### src/rtl/alu_sequencer.sv
// Issue-side controller for the multi-cycle ALU: one operation in flight, operands held
// stable while the ALU works, result/flags captured and returned with a WAIT-cycle count.
module alu_sequencer #(
  parameter int unsigned P_TIMEOUT = 64
) (
  input  logic        I_clk,
  input  logic        I_reset,
  input  logic        I_req_valid,
  output logic        O_req_ready,
  input  logic [4:0]  I_req_op,
  input  logic [31:0] I_req_s1,
  input  logic [31:0] I_req_s2,
  output logic        O_alu_en,
  output logic [4:0]  O_alu_op,
  output logic [31:0] O_alu_s1,
  output logic [31:0] O_alu_s2,
  output logic        O_alu_flush,
  input  logic        I_alu_busy,
  input  logic [31:0] I_alu_data,
  input  logic        I_alu_lt,
  input  logic        I_alu_ltu,
  input  logic        I_alu_eq,
  output logic        O_resp_valid,
  input  logic        I_resp_ready,
  output logic [31:0] O_resp_data,
  output logic        O_resp_lt,
  output logic        O_resp_ltu,
  output logic        O_resp_eq,
  output logic        O_resp_err,
  output logic [7:0]  O_resp_cycles
);

  typedef enum logic [1:0] {
    ST_IDLE  = 2'd0,
    ST_ISSUE = 2'd1,
    ST_WAIT  = 2'd2,
    ST_RESP  = 2'd3
  } state_t;

  localparam logic [7:0] TIMEOUT_C = 8'(P_TIMEOUT);

  state_t      state_r, state_next_s;
  logic [4:0]  op_r;
  logic [31:0] s1_r, s2_r;
  logic [7:0]  cnt_r, cnt_inc_s;
  logic        done_s, timeout_s;
  logic        alu_en_r, resp_valid_r;
  logic [31:0] resp_data_r;
  logic        resp_lt_r, resp_ltu_r, resp_eq_r, resp_err_r;
  logic [7:0]  resp_cycles_r;

  // WAIT-cycle number of the current cycle (1 = first WAIT cycle), plus completion/timeout decode
  always_comb begin
    cnt_inc_s = (cnt_r == 8'hFF) ? cnt_r : (cnt_r + 8'd1);
    done_s    = (state_r == ST_WAIT) && !I_alu_busy;
    timeout_s = (state_r == ST_WAIT) && I_alu_busy && (cnt_inc_s == TIMEOUT_C);
  end

  // Next-state logic
  always_comb begin
    state_next_s = state_r;
    case (state_r)
      ST_IDLE: begin
        if (I_req_valid) state_next_s = ST_ISSUE;
        else             state_next_s = ST_IDLE;
      end
      ST_ISSUE: state_next_s = ST_WAIT;
      ST_WAIT: begin
        if (done_s || timeout_s) state_next_s = ST_RESP;
        else                     state_next_s = ST_WAIT;
      end
      ST_RESP: begin
        if (I_resp_ready) state_next_s = ST_IDLE;
        else              state_next_s = ST_RESP;
      end
      default: state_next_s = ST_IDLE;
    endcase
  end

  // State, holding registers, WAIT counter and response capture
  always_ff @(posedge I_clk) begin
    if (I_reset) begin
      state_r       <= ST_IDLE;
      op_r          <= 5'd0;
      s1_r          <= 32'd0;
      s2_r          <= 32'd0;
      cnt_r         <= 8'd0;
      alu_en_r      <= 1'b0;
      resp_valid_r  <= 1'b0;
      resp_data_r   <= 32'd0;
      resp_lt_r     <= 1'b0;
      resp_ltu_r    <= 1'b0;
      resp_eq_r     <= 1'b0;
      resp_err_r    <= 1'b0;
      resp_cycles_r <= 8'd0;
    end else begin
      state_r      <= state_next_s;
      // Enable/valid are registered images of the state being entered
      alu_en_r     <= (state_next_s == ST_ISSUE);
      resp_valid_r <= (state_next_s == ST_RESP);
      if ((state_r == ST_IDLE) && I_req_valid) begin
        op_r <= I_req_op;
        s1_r <= I_req_s1;
        s2_r <= I_req_s2;
      end
      if (state_r == ST_ISSUE) begin
        cnt_r <= 8'd0;
      end else if (state_r == ST_WAIT) begin
        cnt_r <= cnt_inc_s;
      end
      if (done_s) begin
        resp_data_r   <= I_alu_data;
        resp_lt_r     <= I_alu_lt;
        resp_ltu_r    <= I_alu_ltu;
        resp_eq_r     <= I_alu_eq;
        resp_err_r    <= 1'b0;
        resp_cycles_r <= cnt_inc_s;
      end else if (timeout_s) begin
        resp_data_r   <= 32'd0;
        resp_lt_r     <= 1'b0;
        resp_ltu_r    <= 1'b0;
        resp_eq_r     <= 1'b0;
        resp_err_r    <= 1'b1;
        resp_cycles_r <= cnt_inc_s;
      end
    end
  end

  // Flush must be seen by the ALU's synchronous reset at the WAIT->RESP edge itself
  assign O_alu_flush   = timeout_s;
  assign O_req_ready   = (state_r == ST_IDLE);
  assign O_alu_en      = alu_en_r;
  assign O_alu_op      = op_r;
  assign O_alu_s1      = s1_r;
  assign O_alu_s2      = s2_r;
  assign O_resp_valid  = resp_valid_r;
  assign O_resp_data   = resp_data_r;
  assign O_resp_lt     = resp_lt_r;
  assign O_resp_ltu    = resp_ltu_r;
  assign O_resp_eq     = resp_eq_r;
  assign O_resp_err    = resp_err_r;
  assign O_resp_cycles = resp_cycles_r;

endmodule

### config.mk
export PLATFORM = sky130hd
export DESIGN_NAME = alu_sequencer
export DESIGN_NICKNAME = d
export VERILOG_FILES = /design/src/rtl/alu_sequencer.sv
export SDC_FILE = /design/constraint.sdc
export NUM_CORES = 1
export LEC_CHECK = 0
export CORE_MARGIN = 4
export CORE_UTILIZATION = 37
export DETAILED_ROUTE_END_ITERATION = 16
export PLACE_DENSITY = 0.79
export SLEW_MARGIN = 20
export SYNTH_ARGS = -nofsm -noshare
export SYNTH_HDL_FRONTEND = slang
export SYNTH_SLANG_ARGS = --single-unit
### constraint.sdc
create_clock -name I_clk -period 2.2 [get_ports I_clk]
set_input_delay 0.44 -clock I_clk [delete_from_list [all_inputs] [get_ports I_clk]]
set_output_delay 0.44 -clock I_clk [all_outputs]
set_load 0.01 [all_outputs]
==> flow_summary.ini <==
[route]
drtIter0Drc = 283
firstDrtPassIters = 4
routed_wl_um = 15720
drc = 0
wl_per_cell_um = 15.38
via_count = 4971
ant_nets = 0
avgViaCountPerCell = 4.864

[timing]
hold_viol_final = 0
period_needed_ps = 2687
finalCritPeriodShare_pct = 122.2
rsz0062_at_grt = true
slew_headroom_pct = 67.45
setup_viol = 42
setup_ws_ps = -487.3
drv_slew = 0
worstMarginPinSlew_ps = 484.7
max_freq_ghz = 0.3721
fin_skew_ps = 5.123

[yosys]
synth_area_leaders = dfxtp_1, nand2_1, a21oi_1
ys_types = 50
synth_area_leader_cell = dfxtp_1
synth.most_common_cell = nand2_1
ys_top_cells_by_count = nand2_1, dfxtp_1, a21oi_1
syn_nets = 712
synth_edf_count = 0
synth_warnings = 0
synth_top_cell_area_share_pct = 52.55
yosysSeqAreaShare_pct = 52.55
synthCells = 602
synth_top_flop_cell = dfxtp_1
ys_ff_latch = 125
avgSynthCellArea_um2 = 7.910
synth_area_um2 = 4762
async_reset_ff_share_pct = 0

[setup_path]
critPathCaptureType = output port
crit_required_ps = 1760
r2r-start = cnt_r[3]
r2r-end = O_resp_data[9]
reg2reg_depth = 8
path_cells = nand2_4 > or3_4 > mux2_4 > or4_4 > clkinv_8 > buf_6
rrSetupSlack_ps = -250
slowest_delay_ps = 580
path_max_fanout = 4
cp_slowest_cell = or4_4
crit_path_start_kind = register
arrival_ps = 2250
crit_type = register to output port

[pwr]
power_mw = 5.940
power_density_nw_per_um2 = 737.4
intPower_mw = 4.466
leakage_nw = 2.982
ir_worst_vdd_uv = 545.1
switching_share_pct = 24.82
clkPwrFrac_pct = 43.3
power_switching_mw = 1.474
power_frac_seq_pct = 41.2
p_comb_share_pct = 15.5

[clock_network]
htree_num_levels = 4
path_clk_slew_ps = 50
ctsHoldBuffers = 0
cts_sinks = 125
root_buffer = clkbuf_16
clock_path_buffers = 2
cts_tree = done
clock_latency_ps = 410
cts_inserted_buffers = 17

[placed_design]
io_buffers = 225
hpwl_um = 10780
place_congestion = 0.8381

[finish]
area_growth_pct = 69.15
final_nets = 947
layout-drive-gt1-share_pct = 11.88
diodes = 0
post-route-util_pct = 63.83

[die]
fp.dieW_um = 121.5
die_area_um2 = 14750
rows = 41
io_pins = 226
start_util_pct = 37.74
coreArea_um2 = 12620
die_h_um = 121.5

[status]
status = finished with violations
violations = setup timing

[grt]
overflow = 0
antenna_found_initial = 0
first_global_vias = 4870
track_usage_pct = 21.08
grt_pass1_wl_um = 24400
grt_max_degree = 86

[worst_hold_path]
hp-class = input pin to register
min-delay-start = I_reset
hold_depth = 2
min_to = cnt_r[1]

[run]
max_cap_violations = 0
==> cells in the final DEF, fill, tap and decap left out, types with 3 or more instances in the layout <==
cell	n
nor3_1	5
a21oi_1	115
nor2_1	14
buf_4	37
inv_1	5
dfxtp_4	5
nand3_1	41
o21ai_0	5
a22oi_1	3
clkbuf_16	17
nand2_1	186
buf_12	6
xnor2_1	4
clkinv_2	4
clkbuf_1	4
mux2i_1	4
clkdlybuf4s50_1	223
dfxtp_1	119
==> sequential cells by signal (all words and copies together), names as in the netlist <==
| register | cells |
|---|---|
| O_alu_op | 5 |
| O_resp_valid | 1 |
| O_resp_cycles | 8 |
| O_alu_s1 | 32 |
| O_resp_lt | 1 |
| state_r | 2 |
| O_resp_ltu | 1 |
| O_alu_s2 | 32 |
| O_resp_data | 32 |
| O_resp_eq | 1 |
| O_resp_err | 1 |
| O_alu_en | 1 |
| cnt_r | 8 |
==> worst max-delay path by stage <==
| stage | from | to | cells after the start |
|---|---|---|---|
| 3_5_place_dp | I_alu_busy | O_alu_flush | 6 |
| 5_1_grt | cnt_r[3] | O_alu_flush | 6 |
| 2_1_floorplan | cnt_r[0] | O_alu_flush | 7 |
| 4_1_cts | cnt_r[3] | O_alu_flush | 6 |
| 6_report | cnt_r[3] | O_alu_flush | 6 |
| 3_3_place_gp | I_alu_busy | O_alu_flush | 6 |
==> routing by layer <==
metal,vias up,routed length (um),global-route usage (%)
li1,2480,-,-
met1,2285,6168,23.27
met2,189,7562,35.27
met3,17,1801,10.26
met4,0,186,7.283
met5,-,0,0
==> stage by stage <==
| step | worst slack, ps | cell area, um2 | TNS, ps | hold WS (ps) | instances |
|---|---|---|---|---|---|
| 2_1_floorplan | -20.42 | 4845 | -20.42 | 480.5 | 602 |
| 3_3_place_gp | -606.3 | 7375 | -9584 | 440.1 | 982 |
| 3_5_place_dp | -600.5 | 7375 | -9921 | 445.7 | 982 |
| 4_1_cts | -503.7 | 8034 | -6954 | 426.1 | 1022 |
| 5_1_grt | -537.0 | 8055 | -9863 | 467.7 | 1022 |
| 6_report | -487.3 | 8055 | -7300 | 443.1 | 1022 |
==> what timing repair did <==
item	in CTS	in global routing
gates resized for setup	16	5
endpoints found under the setup margin	43	44
cloned	1	0
pin swaps	2	3
setup buffers	7	0
==> final cells by class <==
type                       instances  area [um2]
clock inverter                    10       91.34
fill                            1111        4564
timing repair buffer             268        2674
inverter                           7       38.79
tap                              172       215.2
sequential                       125        2522
multi-input combinational        418        2059
clock buffer                      22       454.2
==> cells by family after synthesis <==
group                    after synthesis  share of synthesized area (%)
multiplexers                           6                          1.392
buffers and inverters                 59                          5.491
AND/OR/NAND/NOR                      267                          23.52
flip-flops                           125                          52.55
adder cells (fa/ha/maj)                1                         0.2627
AO/OA/AOI/OAI                        139                          15.87
XOR/XNOR                               5                         0.9196
==> power by group through the flow <==
stage	sequential [mW]	clock (mW)	combinational (mW)
after floorplan	2.55	0	0.308
after global placement	2.49	0	0.917
after detailed placement	2.50	0	0.923
after CTS	2.45	2.63	0.929
after global routing	2.46	2.73	0.999
final	2.45	2.57	0.920
==> critical path, delay by kind of cell, from the launching register on <==
family	cells	cell delay (ps)
AND/OR/NAND/NOR	3	1000
flip-flops	1	370
multiplexers	1	310
buffers and inverters	2	160
(Power assumes the default switching activity.)
